[config.mk]
export PLATFORM = sky130hd
export DESIGN_NAME = hazard_unit
export DESIGN_NICKNAME = d
export VERILOG_FILES = /design/src/rtl/hazard_pkg.sv /design/src/rtl/hazard_scoreboard.sv /design/src/rtl/hazard_unit.sv
export SDC_FILE = /design/constraint.sdc
export NUM_CORES = 1
export LEC_CHECK = 0
export ABC_AREA = 1
export CAP_MARGIN = 5
export CORE_MARGIN = 3
export CORE_UTILIZATION = 45
export DETAILED_ROUTE_END_ITERATION = 10
export PLACE_DENSITY = 0.7
export SKIP_CTS_REPAIR_TIMING = 1
export SLEW_MARGIN = 20
export SYNTH_ARGS = -nofsm -noshare
export SYNTH_HDL_FRONTEND = slang
export SYNTH_SLANG_ARGS = --single-unit
[constraint.sdc]
create_clock -name clk -period 2 [get_ports clk]
set_input_delay 0.4 -clock clk [delete_from_list [all_inputs] [get_ports clk]]
set_output_delay 0.4 -clock clk [all_outputs]
set_load 0.05 [all_outputs]
[src/rtl/hazard_pkg.sv]
// hazard_pkg: shared types and constants for the pipeline hazard controller
//   sb_entry_t : scoreboard entry {wb, mem, dest} at the default 4-bit register address
//   hz_state_t : controller states RUN / FLUSH / MEM_WAIT
//   MEM_POS    : scoreboard slot that corresponds to the MEM stage
package hazard_pkg;
    localparam int HZ_ADDR_LEN = 4;
    localparam int MEM_POS = 1;
    typedef struct packed {
        logic                   wb;
        logic                   mem;
        logic [HZ_ADDR_LEN-1:0] dest;
    } sb_entry_t;
    typedef enum logic [1:0] {RUN, FLUSH, MEM_WAIT} hz_state_t;
endpackage

[src/rtl/hazard_scoreboard.sv]
// hazard_scoreboard: shift-register record of in-flight register writes with two RAW comparators
//   clk, rst         : clock, asynchronous active-low reset
//   i_freeze         : hold every entry this edge
//   i_issue          : ID instruction enters EXE this edge (otherwise a bubble enters)
//   i_wb_en, i_mem_en, i_dest : fields of the issuing instruction
//   i_src1, i_src2   : source registers to compare
//   o_match1/2       : some pending writer targets src1/src2
//   o_mem_busy       : the entry in the MEM slot is a load/store
module hazard_scoreboard
    import hazard_pkg::*;
#(
    parameter int ADDR_LEN = 4,
    parameter int DEPTH    = 3
) (
    input  logic                clk,
    input  logic                rst,
    input  logic                i_freeze,
    input  logic                i_issue,
    input  logic                i_wb_en,
    input  logic                i_mem_en,
    input  logic [ADDR_LEN-1:0] i_dest,
    input  logic [ADDR_LEN-1:0] i_src1,
    input  logic [ADDR_LEN-1:0] i_src2,
    output logic                o_match1,
    output logic                o_match2,
    output logic                o_mem_busy
);
    typedef struct packed {
        logic                wb;
        logic                mem;
        logic [ADDR_LEN-1:0] dest;
    } entry_t;

    entry_t r_sb [DEPTH];

    always_ff @(posedge clk or negedge rst) begin
        if (!rst) begin
            for (int i = 0; i < DEPTH; i++) r_sb[i] <= '0;
        end else if (!i_freeze) begin
            r_sb[0] <= i_issue ? entry_t'({i_wb_en, i_mem_en, i_dest}) : '0;
            for (int i = 1; i < DEPTH; i++) r_sb[i] <= r_sb[i-1];
        end
    end

    always_comb begin
        o_match1 = 1'b0;
        o_match2 = 1'b0;
        for (int i = 0; i < DEPTH; i++) begin
            o_match1 |= r_sb[i].wb & (r_sb[i].dest == i_src1);
            o_match2 |= r_sb[i].wb & (r_sb[i].dest == i_src2);
        end
    end

    assign o_mem_busy = r_sb[MEM_POS].mem;
endmodule

[src/rtl/hazard_unit.sv]
// hazard_unit: RAW stall, branch flush and memory freeze control beside the ID stage
//   clk, rst                 : clock, asynchronous active-low reset
//   id_valid                 : ID holds a real instruction
//   id_src1/2, id_use1/2     : source registers and whether they are read
//   id_dest, id_wb_en, id_mem_en : destination and control of the ID instruction
//   br_taken                 : ID branch condition true
//   mem_ready                : data memory completes this cycle
//   hazard_detected          : RAW stall, ID sends a bubble to EXE
//   freeze_if                : hold PC and IF/ID
//   flush_if_id              : clear IF/ID at the next edge
//   freeze_all               : hold every pipeline register and the scoreboard
//   stall_cnt                : saturating count of RAW stall cycles
module hazard_unit
    import hazard_pkg::*;
#(
    parameter int ADDR_LEN     = 4,
    parameter int DEPTH        = 3,
    parameter int FLUSH_CYCLES = 1,
    parameter int CNT_W        = 16
) (
    input  logic                clk,
    input  logic                rst,
    input  logic                id_valid,
    input  logic [ADDR_LEN-1:0] id_src1,
    input  logic [ADDR_LEN-1:0] id_src2,
    input  logic                id_use1,
    input  logic                id_use2,
    input  logic [ADDR_LEN-1:0] id_dest,
    input  logic                id_wb_en,
    input  logic                id_mem_en,
    input  logic                br_taken,
    input  logic                mem_ready,
    output logic                hazard_detected,
    output logic                freeze_if,
    output logic                flush_if_id,
    output logic                freeze_all,
    output logic [CNT_W-1:0]    stall_cnt
);
    localparam int FC_W = $clog2(FLUSH_CYCLES + 1);

    hz_state_t       r_state, w_state_next, r_ret, w_ret_next;
    logic [FC_W-1:0] r_fcnt, w_fcnt_next;
    logic [CNT_W-1:0] r_stall_cnt;
    logic            w_match1, w_match2, w_mem_busy, w_mem_stall, w_issue;

    hazard_scoreboard #(.ADDR_LEN(ADDR_LEN), .DEPTH(DEPTH)) u_sb (
        .clk        (clk),
        .rst        (rst),
        .i_freeze   (freeze_all),
        .i_issue    (w_issue),
        .i_wb_en    (id_wb_en),
        .i_mem_en   (id_mem_en),
        .i_dest     (id_dest),
        .i_src1     (id_src1),
        .i_src2     (id_src2),
        .o_match1   (w_match1),
        .o_match2   (w_match2),
        .o_mem_busy (w_mem_busy)
    );

    assign hazard_detected = id_valid & ((id_use1 & w_match1) | (id_use2 & w_match2));
    assign w_mem_stall     = w_mem_busy & ~mem_ready;
    assign w_issue         = id_valid & ~hazard_detected & ~flush_if_id;
    assign freeze_if       = hazard_detected | freeze_all;
    assign stall_cnt       = r_stall_cnt;

    always_comb begin
        w_state_next = r_state;
        w_ret_next   = r_ret;
        w_fcnt_next  = r_fcnt;
        freeze_all   = 1'b0;
        flush_if_id  = 1'b0;
        case (r_state)
            RUN: begin
                if (w_mem_stall) begin
                    freeze_all   = 1'b1;
                    w_state_next = MEM_WAIT;
                    w_ret_next   = RUN;
                end else if (br_taken & id_valid & ~hazard_detected) begin
                    flush_if_id = 1'b1;
                    if (FLUSH_CYCLES > 1) begin
                        w_state_next = FLUSH;
                        w_fcnt_next  = FC_W'(FLUSH_CYCLES - 1);
                    end
                end
            end
            FLUSH: begin
                flush_if_id = 1'b1;
                // a memory stall parks the flush with its remaining count intact
                if (w_mem_stall) begin
                    w_state_next = MEM_WAIT;
                    w_ret_next   = FLUSH;
                end else begin
                    w_fcnt_next  = r_fcnt - 1'b1;
                    w_state_next = (r_fcnt == FC_W'(1)) ? RUN : FLUSH;
                end
            end
            MEM_WAIT: begin
                freeze_all   = 1'b1;
                w_state_next = mem_ready ? r_ret : MEM_WAIT;
            end
            default: w_state_next = RUN;
        endcase
    end

    always_ff @(posedge clk or negedge rst) begin
        if (!rst) begin
            r_state     <= RUN;
            r_ret       <= RUN;
            r_fcnt      <= '0;
            r_stall_cnt <= '0;
        end else begin
            r_state <= w_state_next;
            r_ret   <= w_ret_next;
            r_fcnt  <= w_fcnt_next;
            if (hazard_detected & ~freeze_all & ~&r_stall_cnt) r_stall_cnt <= r_stall_cnt + 1'b1;
        end
    end
endmodule

==> results of run 1 <==
[stage by stage]
stage / util / setup TNS, ns / setup slack [ns] / total power (uW)
floorplan: - / 0 / 0.146 / 1840
global placement: 0.607 / -6.23 / -0.328 / 2370
detailed placement: 0.607 / -6.67 / -0.347 / 2400
CTS: 0.631 / -1.13 / -0.386 / 3100
global route: 0.655 / -0.721 / -0.279 / 3420
finish: 0.655 / -0.402 / -0.173 / 3190
[power by group through the flow]
stage	clock network [uW]	logic, uW	registers, uW
finish	669	1420	1090
global route	726	1580	1110
CTS	695	1330	1080
detailed placement	0	1310	1090
global placement	0	1290	1080
floorplan	0	738	1110
[placed cells by master (no fill, tap or decap)]
master and count:
sky130_fd_sc_hd__nand2_1 126, sky130_fd_sc_hd__dfrtp_1 35, sky130_fd_sc_hd__inv_1 29, sky130_fd_sc_hd__nor2_1 28
sky130_fd_sc_hd__buf_4 26, sky130_fd_sc_hd__clkdlybuf4s50_1 19, sky130_fd_sc_hd__inv_2 14, sky130_fd_sc_hd__o21ai_0 14
sky130_fd_sc_hd__nand3_1 13, sky130_fd_sc_hd__dlymetal6s2s_1 10, sky130_fd_sc_hd__xnor2_1 9, sky130_fd_sc_hd__nand4_1 9
sky130_fd_sc_hd__xor2_1 9, sky130_fd_sc_hd__clkbuf_8 6, sky130_fd_sc_hd__buf_12 6, sky130_fd_sc_hd__nor2_2 5
sky130_fd_sc_hd__nand2_2 5, sky130_fd_sc_hd__o21ai_1 3, sky130_fd_sc_hd__nand2_4 3, sky130_fd_sc_hd__nor2_4 3
sky130_fd_sc_hd__nor3_1 3, sky130_fd_sc_hd__nand3_2 2, sky130_fd_sc_hd__clkinv_1 2, sky130_fd_sc_hd__o22ai_1 2
sky130_fd_sc_hd__dfrtp_2 2, sky130_fd_sc_hd__nand3b_1 1, sky130_fd_sc_hd__o31ai_4 1, sky130_fd_sc_hd__nor3_4 1
sky130_fd_sc_hd__nand3_4 1, sky130_fd_sc_hd__nand4_4 1, sky130_fd_sc_hd__ha_1 1, sky130_fd_sc_hd__bufinv_16 1
sky130_fd_sc_hd__clkbuf_1 1, sky130_fd_sc_hd__buf_6 1
[area by class of cell]
| type | instances | share of cell area |
|---|---|---|
| clock inverter | 1 | 0.00952 |
| timing repair buffer | 62 | 0.203 |
| multi-input combinational | 240 | 0.385 |
| inverter | 45 | 0.0535 |
| tap | 67 | 0.0266 |
| sequential | 37 | 0.294 |
| clock buffer | 7 | 0.0274 |
[sequential cells by signal, indices dropped and copies added, names as in the netlist]
| register | count |
|---|---|
| stall_cnt | 16 |
| u_sb.r_sb | 16 |
| r_state | 2 |
| r_fcnt | 1 |
| r_ret | 1 |
| u_sb.o_mem_busy | 1 |
[logic make-up (layout without fill, tap and decap cells)]
group	after synthesis	count (layout)	synth area share
flops	37	37	0.405
xor+xnor	18	18	0.0690
buf+inv	50	115	0.0871
simple gates	201	201	0.387
compound gates	20	20	0.0460
fa+ha+maj	1	1	0.00548
[final timing paths]
| check | start | to | slack (ns) | depth (start not counted) |
|---|---|---|---|---|
| max | u_sb.r_sb[12] | flush_if_id | -0.17 | 10 |
| min | rst | stall_cnt[8] | 0.49 | 2 |
| max reg2reg | stall_cnt[0] | stall_cnt[9] | 0.22 | 11 |
| min reg2reg | r_fcnt | r_fcnt | 0.49 | 1 |
| max in group asynchronous | rst | stall_cnt[0] | 1.31 | 2 |
| min in group clk | r_fcnt | r_fcnt | 0.49 | 1 |
[metal layers]
metal / share of wire / vias to the layer above / wire length, um / GRT usage
met5: 0 / - / 0 / 0
met4: 0.0077 / 0 / 41 / 0.0498
met3: 0.044 / 6 / 234 / 0.0376
met2: 0.46 / 52 / 2480 / 0.311
met1: 0.48 / 982 / 2590 / 0.266
li1: - / 1132 / - / -
[worst max-delay path: stages (launching register included)]
cell and delay, ns:
sky130_fd_sc_hd__dfrtp_1 0.41, sky130_fd_sc_hd__inv_2 0.09, sky130_fd_sc_hd__nand2_1 0.07, sky130_fd_sc_hd__nand2_2 0.08, sky130_fd_sc_hd__nor2_2 0.04, sky130_fd_sc_hd__nand3_1 0.10
sky130_fd_sc_hd__nand3_2 0.09, sky130_fd_sc_hd__nand2_2 0.09, sky130_fd_sc_hd__nand2_4 0.06, sky130_fd_sc_hd__o31ai_4 0.28, sky130_fd_sc_hd__buf_12 0.17
==> run metrics, run 1 <==
initial antenna violation count 0; Netlist Area Pre-Place 0.00228 mm^2; Pre-Repair DR Iteration Count 4; share of synthesized area occupied by flip-flops and latches 0.405; ports placed on the boundary 41; horizontal extent of the die approximately 77 um; maximum ir drop on the vdd rail between 800 and 900 uV; clock buffer count from CTS 5; biggest area consumer among synthesized cells sky130_fd_sc_hd__dfrtp_1; routed length per instance 11.6 um; number of global-route vias before repair 2170; total area of multi-input combinational cells 0.00122 mm^2; clock transition at the registers of the reported paths 0.07 ns; classification of the worst-slack hold path in -> async; kind of critical path reg -> out; final setup violation count 3; number of max-slew violations in the final report 0; hold violation total from the final report 0; count of cell types in the netlist 27; vias after detailed routing 2172; largest net degree at the start of global routing 38; Die Area 0.00597 mm^2; IO Port Bufs 40; number of placed instances, taps included about 450; global placer's final weighted congestion 0.932; grt total ovfl 0; cell types occupying the most area after synthesis sky130_fd_sc_hd__dfrtp_1 41%, sky130_fd_sc_hd__nand2_1 21%, sky130_fd_sc_hd__inv_1 6.4%, sky130_fd_sc_hd__nor2_1 5.4%, sky130_fd_sc_hd__o21ai_0 3.7%; Final nets 413; cell-internal power roughly 1900 uW; number of synthesized flops with an enable pin 0; post-route setup slack -0.173 ns; violations in the final reports negative setup slack; global-route wire length before repair 9520 um; Crit path required time 1.60 ns; Max clock buf depth 2; area delta synth->final 38.1%; placed wire-length estimate after detailed placement 3920 um; insertion delay to the later sink of the worst-skew pair 0.28 ns; number of clock sinks 37; shortest clock period the worst path allows after layout 2.17 ns; number of filler cells placed in the layout 422; kind of capture point of the worst setup path output pin; Cell Count, Final, Fillers Out 459; warnings from Yosys 0; footprint of the flip-flops and latches 928 um^2; final setup skew 0.00397 ns; fraction of power consumed by the clock network 0.210; area of the core around 0.0048 mm^2; gr usage total 0.193; run status finished with violations; final design area excluding fillers between 0.003 and 0.004 mm^2; sequential share of power 0.344; most frequently used cell type in the post-synthesis netlist sky130_fd_sc_hd__nand2_1; post-route ant nets 0; PD cells approximately 1000 mW/mm^2; final worst path period share 1.09; P_sw roughly 1200 uW; cell types with the highest counts after synthesis 130 x sky130_fd_sc_hd__nand2_1, 39 x sky130_fd_sc_hd__inv_1, 37 x sky130_fd_sc_hd__dfrtp_1; total detailed-routing wirelength 5350 um; DRC viols 0; root buffer cell sky130_fd_sc_hd__clkbuf_8; Leak Pwr 0.00172 uW; Via-to-Cell Ratio ~4.7; starting utilization of the core area 0.474; ys async rst share 1.00; post-synthesis net count 349; Die H 77.3 um; first-iteration detailed-routing DRC count a little under 200; headroom to the max-slew limit 0.664; Comb pwr share 0.446; Synth top area share 0.405; layout cells sized above 1 0.199; max frequency between 400 and 500 MHz; Diodes inserted 0; arrival time at the worst endpoint 1.77 ns; post-synthesis sequential element count 37; mean post-synth cell area 6.99 um^2; unrepaired setup endpoints after global routing true; placed cell areas 0.00292 mm^2; synthesized instance count 327; Core Rows 25; number of maximum-capacitance violations 0; CP startpoint kind register; largest fanout on the critical path 4; Primary FF master, synth sky130_fd_sc_hd__dfrtp_1; Post-Route Hold Slack around 0.49 ns; proportion of total power due to net switching 0.392; Worst Tran Pin Value 0.503 ns; H-tree level count 2; TritonCTS clock tree built
Note: power is estimated with default switching activity, not from simulation.
==> inputs of run 2 (changes only) <==
--- a/config.mk
+++ b/config.mk
@@ -7,7 +7,6 @@
 export LEC_CHECK = 0
 export ABC_AREA = 1
 export CAP_MARGIN = 5
-export CORE_MARGIN = 3
 export CORE_UTILIZATION = 45
 export DETAILED_ROUTE_END_ITERATION = 10
 export PLACE_DENSITY = 0.7
==> run metrics, run 2 (same netlist as run 1, synthesis figures left out) <==
run status finished with violations; violations in the final reports negative setup slack; Max clock buf depth 2; kind of capture point of the worst setup path output pin; highest-count cells in the layout ignoring fill and taps 127 x sky130_fd_sc_hd__nand2_1, 35 x sky130_fd_sc_hd__dfrtp_1, 31 x sky130_fd_sc_hd__inv_1; number of global-route vias before repair 1952; worst reg2reg path depth 11; CP startpoint kind register; grt total ovfl 0; kind of critical path reg -> out; final setup skew 0.00492 ns; first-iteration detailed-routing DRC count roughly 180; global-route wire length before repair a little under 9000 um; slowest stage delay, CP 0.42 ns; unrepaired setup endpoints after global routing true; cell-internal power roughly 1900 uW; total detailed-routing wirelength 5470 um; vias after detailed routing roughly 2200; final setup violation count 3; IO Port Bufs 40; most common library cell in the layout ignoring fill and taps sky130_fd_sc_hd__nand2_1; area of the core a little under 0.005 mm^2; Pre-Repair DR Iteration Count 4; horizontal extent of the die 73.3 um; worst flop-to-flop path startpoint stall_cnt[0]; classification of the worst-slack hold path in -> async; Diodes inserted 0; proportion of total power due to net switching 0.398; initial antenna violation count 0; area delta synth->final 38.6%; DRC viols 0; layout cells sized above 1 0.196; Worst Tran Pin Value a little over 0.5 ns; insertion delay to the later sink of the worst-skew pair 0.29 ns; gr usage total 0.219; Core Rows 25; Final nets 414; H-tree level count 2; setup slack on the worst flop-to-flop path 0.22 ns; shortest clock period the worst path allows after layout 2.21 ns; number of clock sinks 37; largest net degree at the start of global routing 22; number of placed instances, taps included 445; final worst path period share 1.10; Worst R2R End stall_cnt[11]; maximum ir drop on the vdd rail 933 uV; Die Area around 0.0054 mm^2; number of max-slew violations in the final report 0; setup tns final -0.529 ns; starting utilization of the core area 0.474; root buffer cell sky130_fd_sc_hd__clkbuf_8; Die H 73.3 um; Comb pwr share 0.457; PD cells between 1000 and 1500 mW/mm^2; Via-to-Cell Ratio around 4.7; post-route ant nets 0; placed wire-length estimate after detailed placement between 3000 and 4000 um; Cell Count, Final, Fillers Out 460; number of maximum-capacitance violations 0; Crit path required time about 1.6 ns; headroom to the max-slew limit 0.658; routed length per instance 11.9 um; global placer's final weighted congestion 0.927; Post-Route Hold Slack 0.0560 ns; max frequency about 450 MHz; Leak Pwr around 0.0018 uW; Tot Pwr between 3000 and 4000 uW; TritonCTS clock tree built; P_sw roughly 1300 uW; clock transition at the registers of the reported paths 0.08 ns; post-route setup slack -0.206 ns; arrival time at the worst endpoint roughly 1.8 ns; fraction of power consumed by the clock network 0.202; worst-path cell chain inv_2 -> nand2_1 -> o21ai_0 -> nand3b_1 -> nand3_2 -> nand2_2 -> nand2_4 -> o31ai_4 -> buf_12; largest fanout on the critical path 3; clock buffer count from CTS 5; ports placed on the boundary 41; hold violation total from the final report 0; sequential share of power 0.341; slowest CP cell sky130_fd_sc_hd__dfrtp_1
[run 2: cell type report]
class / instances / area, um^2
Sequential cell: 37 / 928
Fill cell: 448 / 1650
Tap cell: 67 / 83.8
Clock inverter: 2 / 35.0
Clock buffer: 6 / 72.6
Multi-Input combinational cell: 240 / 1220
Inverter: 45 / 171
Timing Repair Buffer: 63 / 649
[run 2: worst max path at each step]
stage / start / endpoint / depth (start not counted)
after detailed placement: id_src1[0] / freeze_if / 12
after CTS: id_src1[0] / freeze_if / 12
after global routing: u_sb.r_sb[3] / flush_if_id / 8
after floorplan: stall_cnt[7] / stall_cnt[6] / 11
after global placement: id_src1[0] / freeze_if / 12
final: u_sb.r_sb[1] / flush_if_id / 9
[run 2: metal layers]
layer / vias to the layer above / routed length (um) / part of all wire / track usage
met1: 967 / 2580 / 0.47 / 0.307
li1: 1136 / - / - / -
met2: 53 / 2550 / 0.47 / 0.333
met4: 0 / 64 / 0.012 / 0.0741
met5: - / 0 / 0 / 0
met3: 6 / 273 / 0.050 / 0.0494
[run 2: through the flow]
stage                     utilization  setup WS [ns]  cell area (um^2)
after floorplan                     -          0.146              2300
after detailed placement        0.604         -0.401              2910
after global routing            0.657         -0.336              3170
after global placement          0.604         -0.401              2910
after CTS                       0.626         -0.416              3020
final                           0.657         -0.206              3170
[run 2: power by group through the flow]
stage | logic [uW] | clock network [uW] | registers, uW
after detailed placement | 1300 | 0 | 1090
after CTS | 1310 | 661 | 1080
after global routing | 1610 | 692 | 1110
after global placement | 1280 | 0 | 1090
after floorplan | 738 | 0 | 1110
final | 1460 | 646 | 1090
[run 2: worst max-delay path, delay by kind of cell, from the launching register on]
| family | cells | cell delay, ns |
|---|---|---|
| AND/OR/NAND/NOR | 5 | 0.46 |
| AO/OA/AOI/OAI | 2 | 0.38 |
| flip-flops | 1 | 0.42 |
| buffers and inverters | 2 | 0.26 |
